`config.mk`:
```
export PLATFORM = sky130hd
export DESIGN_NAME = uart_rx_conditioner
export DESIGN_NICKNAME = d
export VERILOG_FILES = /design/src/rtl/uart_rx_cond_pkg.sv /design/src/rtl/uart_rx_conditioner_sync.sv /design/src/rtl/uart_rx_conditioner.sv
export SDC_FILE = /design/constraint.sdc
export NUM_CORES = 1
export LEC_CHECK = 0
export CAP_MARGIN = 15
export CELL_PAD_IN_SITES_DETAIL_PLACEMENT = 1
export CELL_PAD_IN_SITES_GLOBAL_PLACEMENT = 2
export CORE_MARGIN = 10
export CORE_UTILIZATION = 34
export DETAILED_ROUTE_END_ITERATION = 7
export GPL_TIMING_DRIVEN = 0
export PLACE_DENSITY = 0.83
export SYNTH_ARGS = -nofsm -noshare
export SYNTH_HDL_FRONTEND = slang
export SYNTH_SLANG_ARGS = --single-unit
```
`constraint.sdc`:
```
create_clock -name CLK -period 3.8 [get_ports CLK]
set_clock_uncertainty 0.2 [all_clocks]
set_input_delay 0.57 -clock CLK [delete_from_list [all_inputs] [get_ports CLK]]
set_output_delay 0.57 -clock CLK [all_outputs]
set_load 0.01 [all_outputs]
```
`src/rtl/uart_rx_cond_pkg.sv`:
```
// Shared constants and helpers for the UART RX line conditioner.
package uart_rx_cond_pkg;

    localparam logic        LINE_IDLE_LVL   = 1'b1;
    localparam int unsigned DEF_SYNC_STAGES = 2;
    localparam int unsigned DEF_FILT_WD     = 4;
    localparam int unsigned DEF_BRK_WD      = 12;
    localparam int unsigned DEF_GCNT_WD     = 8;

    // Increment v, holding at the all-ones value of a wd-bit counter.
    function automatic logic [31:0] sat_inc(input logic [31:0] v, input int unsigned wd);
        logic [31:0] max_v;
        max_v = (wd >= 32) ? '1 : ((32'd1 << wd) - 32'd1);
        return (v >= max_v) ? v : v + 32'd1;
    endfunction

endpackage

```
`src/rtl/uart_rx_conditioner_sync.sv`:
```
// Multi-stage single-bit synchroniser; resets to the idle line level.
module rx_bit_sync
    import uart_rx_cond_pkg::*;
#(
    parameter int unsigned SYNC_STAGES = DEF_SYNC_STAGES
) (
    input  logic clk,
    input  logic rst,
    input  logic d,
    output logic q
);

    logic [SYNC_STAGES-1:0] sync_q;
    logic [SYNC_STAGES-1:0] sync_d;

    always_comb begin
        sync_d = {sync_q[SYNC_STAGES-2:0], d};
    end

    always_ff @(posedge clk or posedge rst) begin
        if (rst) begin
            sync_q <= {SYNC_STAGES{LINE_IDLE_LVL}};
        end else begin
            sync_q <= sync_d;
        end
    end

    assign q = sync_q[SYNC_STAGES-1];

endmodule

```
`src/rtl/uart_rx_conditioner.sv`:
```
// RX line conditioner: synchroniser, stability filter, edge pulses,
// break/idle detection and saturating glitch counter.
module uart_rx_conditioner
    import uart_rx_cond_pkg::*;
#(
    parameter int unsigned SYNC_STAGES = DEF_SYNC_STAGES,
    parameter int unsigned FILT_WD     = DEF_FILT_WD,
    parameter int unsigned BRK_WD      = DEF_BRK_WD,
    parameter int unsigned GCNT_WD     = DEF_GCNT_WD
) (
    input  logic               CLK,
    input  logic               RST,
    input  logic               RX_IN_A,
    input  logic               EN,
    input  logic [FILT_WD-1:0] FILT_LEN,
    input  logic [BRK_WD-1:0]  BRK_LEN,
    input  logic [BRK_WD-1:0]  IDLE_LEN,
    input  logic               CLR_CNT,
    output logic               RX_OUT,
    output logic               FALL_PULSE,
    output logic               RISE_PULSE,
    output logic               BRK_DET,
    output logic               BRK_END,
    output logic               IDLE,
    output logic [GCNT_WD-1:0] GLITCH_CNT
);

    localparam logic [FILT_WD:0] FONE = 1;

    logic               s_sync;
    logic               rx_out_q,  rx_out_d;
    logic [FILT_WD-1:0] fcnt_q,    fcnt_d;
    logic [GCNT_WD-1:0] gcnt_q,    gcnt_d;
    logic [BRK_WD-1:0]  lcnt_q,    lcnt_d;
    logic [BRK_WD-1:0]  hcnt_q,    hcnt_d;
    logic               fall_q,    fall_d;
    logic               rise_q,    rise_d;
    logic               brk_det_q, brk_det_d;
    logic               brk_end_q, brk_end_d;
    logic               idle_q,    idle_d;
    logic [FILT_WD-1:0] eff;
    logic [FILT_WD:0]   fcnt_inc;
    logic               glitch_inc;

    rx_bit_sync #(.SYNC_STAGES(SYNC_STAGES)) u_sync (
        .clk (CLK),
        .rst (RST),
        .d   (RX_IN_A),
        .q   (s_sync)
    );

    always_comb begin
        rx_out_d   = rx_out_q;
        fcnt_d     = fcnt_q;
        glitch_inc = 1'b0;
        eff        = (FILT_LEN == '0) ? FONE[FILT_WD-1:0] : FILT_LEN;
        fcnt_inc   = {1'b0, fcnt_q} + FONE;

        // Bypass keeps fcnt at zero, so an EN toggle always restarts the filter.
        if (!EN) begin
            rx_out_d = s_sync;
            fcnt_d   = '0;
        end else if (s_sync != rx_out_q) begin
            if (fcnt_inc >= {1'b0, eff}) begin
                rx_out_d = s_sync;
                fcnt_d   = '0;
            end else begin
                fcnt_d = fcnt_inc[FILT_WD-1:0];
            end
        end else begin
            fcnt_d     = '0;
            glitch_inc = (fcnt_q != '0);
        end

        if (CLR_CNT) begin
            gcnt_d = '0;
        end else if (glitch_inc) begin
            gcnt_d = GCNT_WD'(sat_inc(32'(gcnt_q), GCNT_WD));
        end else begin
            gcnt_d = gcnt_q;
        end

        lcnt_d = rx_out_d ? '0 : BRK_WD'(sat_inc(32'(lcnt_q), BRK_WD));
        hcnt_d = rx_out_d ? BRK_WD'(sat_inc(32'(hcnt_q), BRK_WD)) : '0;

        fall_d    = rx_out_q & ~rx_out_d;
        rise_d    = ~rx_out_q & rx_out_d;
        brk_det_d = ~rx_out_d & (brk_det_q | ((BRK_LEN != '0) && (lcnt_d >= BRK_LEN)));
        brk_end_d = brk_det_q & rx_out_d;
        idle_d    = rx_out_d & (idle_q | ((IDLE_LEN != '0) && (hcnt_d >= IDLE_LEN)));
    end

    always_ff @(posedge CLK or posedge RST) begin
        if (RST) begin
            rx_out_q  <= LINE_IDLE_LVL;
            fcnt_q    <= '0;
            gcnt_q    <= '0;
            lcnt_q    <= '0;
            hcnt_q    <= '0;
            fall_q    <= 1'b0;
            rise_q    <= 1'b0;
            brk_det_q <= 1'b0;
            brk_end_q <= 1'b0;
            idle_q    <= 1'b0;
        end else begin
            rx_out_q  <= rx_out_d;
            fcnt_q    <= fcnt_d;
            gcnt_q    <= gcnt_d;
            lcnt_q    <= lcnt_d;
            hcnt_q    <= hcnt_d;
            fall_q    <= fall_d;
            rise_q    <= rise_d;
            brk_det_q <= brk_det_d;
            brk_end_q <= brk_end_d;
            idle_q    <= idle_d;
        end
    end

    assign RX_OUT     = rx_out_q;
    assign FALL_PULSE = fall_q;
    assign RISE_PULSE = rise_q;
    assign BRK_DET    = brk_det_q;
    assign BRK_END    = brk_end_q;
    assign IDLE       = idle_q;
    assign GLITCH_CNT = gcnt_q;

endmodule

```
==> impl_metrics.env, run 1 <==
export IMPL_synth_enable_flop_cells=0
export IMPL_clock_latency_ns=0.30
export IMPL_synth_top_area_share_pct=34.9
export IMPL_crit_path_max_fanout=9
export IMPL_grt_max_degree=42
export IMPL_dp_hpwl_um=5630
export IMPL_root_buffer="clkbuf_8"
export IMPL_clk_pin_slew_ns=0.08
export IMPL_hold_viol=0
export IMPL_gp_congestion=0.792
export IMPL_reg2reg_from="fcnt_q[0]$_DFF_PP0_"
export IMPL_hold_end="u_sync.sync_q[1]$_DFF_PP1_"
export IMPL_finalMaxSlewViolations=0
export IMPL_dpl_cell_count=456
export IMPL_ys_ff_latch=44
export IMPL_criticalPathCategory="in -> reg"
export IMPL_crit_top_cell="ha_4"
export IMPL_max_stage_delay_ns=0.45
export IMPL_synth_nets=371
export IMPL_diodes=0
export IMPL_stdcell_count=476
export IMPL_drt_pass1_iter_count=4
export IMPL_layout_nets=436
export IMPL_timing_final_crit_share_pct=96.8
export IMPL_synth_distinct_cells=50
export IMPL_p_leak_nw=1.82
export IMPL_syn_avg_cell_area_um2=9.64
export IMPL_htreeDepth=2
export IMPL_drc_errors=0
export IMPL_core_area_um2=8300
export IMPL_synth_top_area_cell="dfrtp_1"
export IMPL_synth_async_reset_ratio_pct=100
export IMPL_status="completed"
export IMPL_final_seq_area_um2=1110
export IMPL_cp_end_kind="flip-flop"
export IMPL_hold_class="reg -> reg"
export IMPL_viasPerCell=4.96
export IMPL_n_fill_cell=940
export IMPL_fin_crit_ns=3.68
export IMPL_cp_slowest_cell="clkdlybuf4s50_1"
export IMPL_crit_required_ns=3.78
export IMPL_start_kind="input pin"
export IMPL_track_usage_pct=11.5
export IMPL_wire_per_inst_um=15.5
export IMPL_grt_overflow=0
export IMPL_synth_flop_cell="dfrtp_1"
export IMPL_maxCapViolCount=0
export IMPL_r2r_slack_ns=0.16
export IMPL_synthToLayoutAreaGrowth_pct=28.6
export IMPL_holdPathStages=0
export IMPL_cts_buffers=5
export IMPL_worstHoldStart="u_sync.sync_q[0]$_DFF_PP1_"
export IMPL_synthTopCellsByArea="dfrtp_1 35%, ha_1 14%, xor2_1 4.5%"
export IMPL_ant_nets=0
export IMPL_syn_inst=305
export IMPL_drtIter0Drc=68
export IMPL_fp_dieW_um=113
export IMPL_crit_chain="clkdlybuf4s50_1 -> inv_1 -> a31o_2 -> ha_4 -> nor2b_4 -> o21ai_2 -> a21oi_4 -> mux2i_4 -> inv_4 -> buf_12 -> nor2_4 -> ha_4 -> a211o_1 -> a31oi_2 -> nor4_2 -> o21ai_1 -> a211oi_2"
export IMPL_initial_core_util_pct=35.4
export IMPL_rr_worst_depth=16
export IMPL_r2r_end="BRK_DET$_DFF_PP0_"
export IMPL_multiInputGateArea_um2=1730
export IMPL_vias=2361
export IMPL_fp_row_count=33
export IMPL_max_freq_mhz=272
export IMPL_postCtsHoldBufs=0
export IMPL_drive_above_1_share_pct=16.7
export IMPL_grt_pass1_vias=2640
export IMPL_portBuffers=45
export IMPL_tns_ns=0
export IMPL_clock_sinks=44
export IMPL_dieArea_um2=12800
export IMPL_synth_area_um2=2940
export IMPL_yosysMostFrequentCell="dfrtp_1"
export IMPL_antenna_found_initial=0
export IMPL_grt_pass1_wl_um=12400
export IMPL_yosysWarnings=0
export IMPL_worstPathBufferInverterCount=4
export IMPL_postLayoutCoreUtil_pct=45.6
export IMPL_vdd_ir_drop_max_mv=0.120
export IMPL_routed_wl_um=7370
export IMPL_worst_pin_slew_ns=0.405
export IMPL_pin_count=47
export IMPL_power_density_nw_per_um2=290
export IMPL_ys_top_cells_by_count="41 x dfrtp_1, 33 x ha_1, 31 x inv_1"
export IMPL_ys_seq_area_share_pct=37.6
export IMPL_finalSetupViolCount=0
export IMPL_critPathTopFamily="compound AO/OA/AOI/OAI gates"
export IMPL_max_slew_margin_rel_pct=73.0
export IMPL_clock_path_buffers=2
export IMPL_die_y_um=113
export IMPL_critPathArrivalTime_ns=3.66
export IMPL_cts_tree="built"
export IMPL_crit_start="FILT_LEN[1]"
-- state kept, by name (all words and copies together), names as in the netlist --
| signal | flops |
|---|---|
| fcnt_q | 4 |
| u_sync.sync_q | 2 |
| BRK_DET | 1 |
| RX_OUT | 1 |
| FALL_PULSE | 1 |
| IDLE | 1 |
| GLITCH_CNT | 8 |
| lcnt_q | 12 |
| RISE_PULSE | 1 |
| hcnt_q | 12 |
| BRK_END | 1 |
-- kinds of logic (layout without fill, tap and decap cells) --
| logic type | after synthesis | count (layout) | synth area share, % |
|---|---|---|---|
| flops | 44 | 44 | 37.6 |
| xor+xnor | 22 | 22 | 6.81 |
| buf+inv | 39 | 105 | 5.83 |
| compound gates | 42 | 42 | 9.91 |
| fa+ha+maj | 33 | 33 | 14.0 |
| mux | 7 | 7 | 2.85 |
| simple gates | 118 | 118 | 23.0 |
-- area by class of cell --
class,count,share of cell area [%]
Inverter,32,3.24
Multi-Input combinational cell,222,45.7
Sequential cell,44,29.2
Clock inverter,1,0.132
Tap cell,105,3.47
Buffer,7,1.42
Timing Repair Buffer,58,14.8
Clock buffer,7,2.02
-- stage by stage --
stage               setup WS, ns  instance area [um^2]  hold WS [ns]  power [mW]
global route             -0.0553                  3780         0.170        1.17
floorplan                  0.363                  2940         0.145       0.675
CTS                       0.0307                  3650         0.164        1.08
detailed placement        -0.477                  3540         0.153       0.773
global placement          -0.429                  3520         0.146       0.759
finish                     0.123                  3780         0.163        1.10
-- what timing repair did --
action | in CTS | in global routing
resized for setup | 1 | 15
buffers inserted | 4 | 7
cloned | 0 | 1
endpoints found under the setup margin | 2 | 2
pin swaps | 1 | 7
-- where the power goes --
part,internal (mW),switching (mW),leakage [nW]
Sequential,0.492,0.0359,0.596
Clock,0.129,0.162,0.0422
Combinational,0.142,0.136,1.18
Total,0.764,0.334,1.82
-- worst max path at each step --
stage	cells past startpoint	end
after floorplan	16	BRK_DET$_DFF_PP0_
after global routing	17	BRK_DET$_DFF_PP0_
final	17	BRK_DET$_DFF_PP0_
after CTS	17	BRK_DET$_DFF_PP0_
after detailed placement	17	BRK_DET$_DFF_PP0_
after global placement	17	BRK_DET$_DFF_PP0_
-- per-layer routing --
layer | GRT usage, % | vias to the layer above | part of all wire [%]
met3 | 2.38 | 6 | 3.5
met4 | 3.30 | 0 | 1.2
met2 | 20.3 | 31 | 50
li1 | - | 1195 | -
met1 | 13.7 | 1129 | 45
met5 | 0 | - | 0
-- placed cells by master, fill, tap and decap left out, types with 6 or more instances in the layout --
cell type and count:
and3_1 7, clkdlybuf4s50_1 45, nand4_1 15, xnor2_1 6
inv_1 30, nand3_1 8, a21oi_1 10, buf_4 12
xor2_1 15, nor2_2 7, nor2_1 27, dfrtp_1 40
nand2_1 17, ha_1 31
Power figures use the tool's default switching activity.
==> run 2: changes to the inputs <==
GPL_TIMING_DRIVEN = default   (was 0)
PLACE_DENSITY = 0.79   (was 0.83)
==> impl_metrics.env, run 2 (same netlist as run 1, synthesis figures left out) <==
export IMPL_timing_final_crit_share_pct=95.0
export IMPL_viasPerCell=4.97
export IMPL_drt_pass1_iter_count=4
export IMPL_stdcell_area_um2=3760
export IMPL_worstHoldStart="u_sync.sync_q[0]$_DFF_PP1_"
export IMPL_htreeDepth=2
export IMPL_criticalPathCategory="in -> reg"
export IMPL_maxCapViolCount=0
export IMPL_worstPathBufferInverterCount=3
export IMPL_p_leak_nw=1.83
export IMPL_hold_end="u_sync.sync_q[1]$_DFF_PP1_"
export IMPL_antenna_found_initial=0
export IMPL_r2r_end="BRK_DET$_DFF_PP0_"
export IMPL_rr_worst_depth=15
export IMPL_crit_top_cell="ha_1"
export IMPL_grt_pass1_vias=2572
export IMPL_cts_buffers=5
export IMPL_dpl_cell_count=467
export IMPL_critPathTopFamily="compound AO/OA/AOI/OAI gates"
export IMPL_drc_errors=0
export IMPL_n_fill_cell=968
export IMPL_finalSetupViolCount=0
export IMPL_final_common_cell="clkdlybuf4s50_1"
export IMPL_start_kind="input pin"
export IMPL_clk_pin_slew_ns=0.08
export IMPL_placed_area_um2=3620
export IMPL_grt_max_degree=45
export IMPL_crit_path_max_fanout=8
export IMPL_crit_chain="clkdlybuf4s50_1 -> inv_1 -> a31o_2 -> ha_1 -> nor2b_4 -> o21ai_2 -> a21oi_4 -> mux2i_4 -> inv_4 -> nor2_4 -> ha_1 -> a211o_1 -> a31oi_2 -> nor4_2 -> o21ai_1 -> a211oi_1"
export IMPL_drtIter0Drc=60
export IMPL_max_slew_margin_rel_pct=37.2
export IMPL_pin_count=47
export IMPL_cp_slowest_cell="clkdlybuf4s50_1"
export IMPL_grt_overflow=0
export IMPL_clock_path_buffers=2
export IMPL_fin_ws_ns=0.191
export IMPL_worst_pin_slew_ns=0.941
export IMPL_critPathArrivalTime_ns=3.58
export IMPL_r2r_slack_ns=0.32
export IMPL_synthToLayoutAreaGrowth_pct=27.9
export IMPL_finalMaxSlewViolations=0
export IMPL_dp_hpwl_um=5750
export IMPL_final_cell_mix="46 x clkdlybuf4s50_1, 41 x dfrtp_1, 33 x ha_1"
export IMPL_clock_latency_ns=0.29
export IMPL_drive_above_1_share_pct=16.4
export IMPL_wire_per_inst_um=14.9
export IMPL_initial_core_util_pct=35.4
export IMPL_ant_nets=0
export IMPL_routed_wl_um=7110
export IMPL_track_usage_pct=11.3
export IMPL_cp_end_kind="flip-flop"
export IMPL_dieArea_um2=12800
export IMPL_stdcell_count=477
export IMPL_core_area_um2=8300
export IMPL_fp_row_count=33
export IMPL_crit_required_ns=3.77
export IMPL_power_density_nw_per_um2=292
export IMPL_dp_slack_ns=-0.219
export IMPL_fin_crit_ns=3.61
export IMPL_vdd_ir_drop_max_mv=0.142
export IMPL_grt_pass1_wl_um=12300
export IMPL_rsz0062_at_grt="true"
export IMPL_layout_nets=437
export IMPL_gp_congestion=0.746
export IMPL_clock_sinks=44
export IMPL_diodes=0
export IMPL_fp_dieW_um=113
export IMPL_portBuffers=46
export IMPL_hold_viol=0
export IMPL_cts_tree="built"
export IMPL_reg2reg_from="fcnt_q[1]$_DFF_PP0_"
export IMPL_root_buffer="clkbuf_8"
export IMPL_vias=2372
export IMPL_holdPathStages=0
export IMPL_postCtsHoldBufs=0
export IMPL_max_stage_delay_ns=0.46
export IMPL_hold_class="reg -> reg"
export IMPL_max_freq_mhz=277
export IMPL_die_y_um=113
export IMPL_status="completed"
==> run 2: timing repair <==
item                                   in CTS  in global routing
endpoints found under the hold margin       0                  0
gates resized for setup                     0                  9
setup buffers                               0                  2
setup endpoints to repair                   0                  2
==> run 2: worst max-delay path by stage <==
stage           startpoint                end  slack (ns)  cells past startpoint
6_report       FILT_LEN[2]  BRK_DET$_DFF_PP0_        0.19                     16
5_1_grt        FILT_LEN[2]  BRK_DET$_DFF_PP0_       -0.04                     16
4_1_cts        FILT_LEN[2]     IDLE$_DFF_PP0_        0.11                     15
3_5_place_dp   FILT_LEN[2]     IDLE$_DFF_PP0_       -0.22                     15
3_3_place_gp   FILT_LEN[2]     IDLE$_DFF_PP0_       -0.16                     15
2_1_floorplan  FILT_LEN[2]  BRK_DET$_DFF_PP0_        0.36                     16
==> run 2: cell type report <==
| class | count | area (um^2) | share of cell area (%) |
|---|---|---|---|
| well taps | 105 | 131 | 3.49 |
| clock buffers | 6 | 82.6 | 2.19 |
| repair buffers | 66 | 614 | 16.3 |
| inverters | 32 | 123 | 3.26 |
| clock inverters | 2 | 10.0 | 0.266 |
| flip-flops and latches | 44 | 1100 | 29.4 |
| multi-input cells | 222 | 1700 | 45.1 |
==> run 2: where the power goes <==
part / internal [mW] / total [mW] / switching, mW
combinational: 0.136 / 0.268 / 0.131
clock: 0.145 / 0.306 / 0.161
sequential: 0.492 / 0.525 / 0.0333
==> run 2: stage by stage <==
stage	power, mW	hold slack (ns)	utilization [%]	TNS [ns]
2_1_floorplan	0.675	0.145	-	0
3_3_place_gp	0.782	0.149	43.6	-0.283
3_5_place_dp	0.792	0.148	43.6	-0.425
4_1_cts	1.11	0.163	44.7	0
5_1_grt	1.17	0.164	45.3	-0.0363
6_report	1.10	0.160	45.3	0
==> run 2: routing by layer <==
| layer | GRT usage [%] | vias to the layer above | routed length [um] |
|---|---|---|---|
| li1 | - | 1202 | - |
| met1 | 14.6 | 1134 | 3460 |
| met2 | 18.7 | 30 | 3330 |
| met3 | 2.64 | 6 | 264 |
| met4 | 2.54 | 0 | 52 |
| met5 | 0 | - | 0 |
==> run 2: worst register-to-register path, delay by kind of cell (launching register included) <==
family | cells | cell delay [ns]
flip-flops | 1 | 0.40
adder cells (fa/ha/maj) | 3 | 0.77
AO/OA/AOI/OAI | 7 | 1.12
AND/OR/NAND/NOR | 2 | 0.19
buffers and inverters | 1 | 0.11
XOR/XNOR | 1 | 0.23
multiplexers | 1 | 0.35
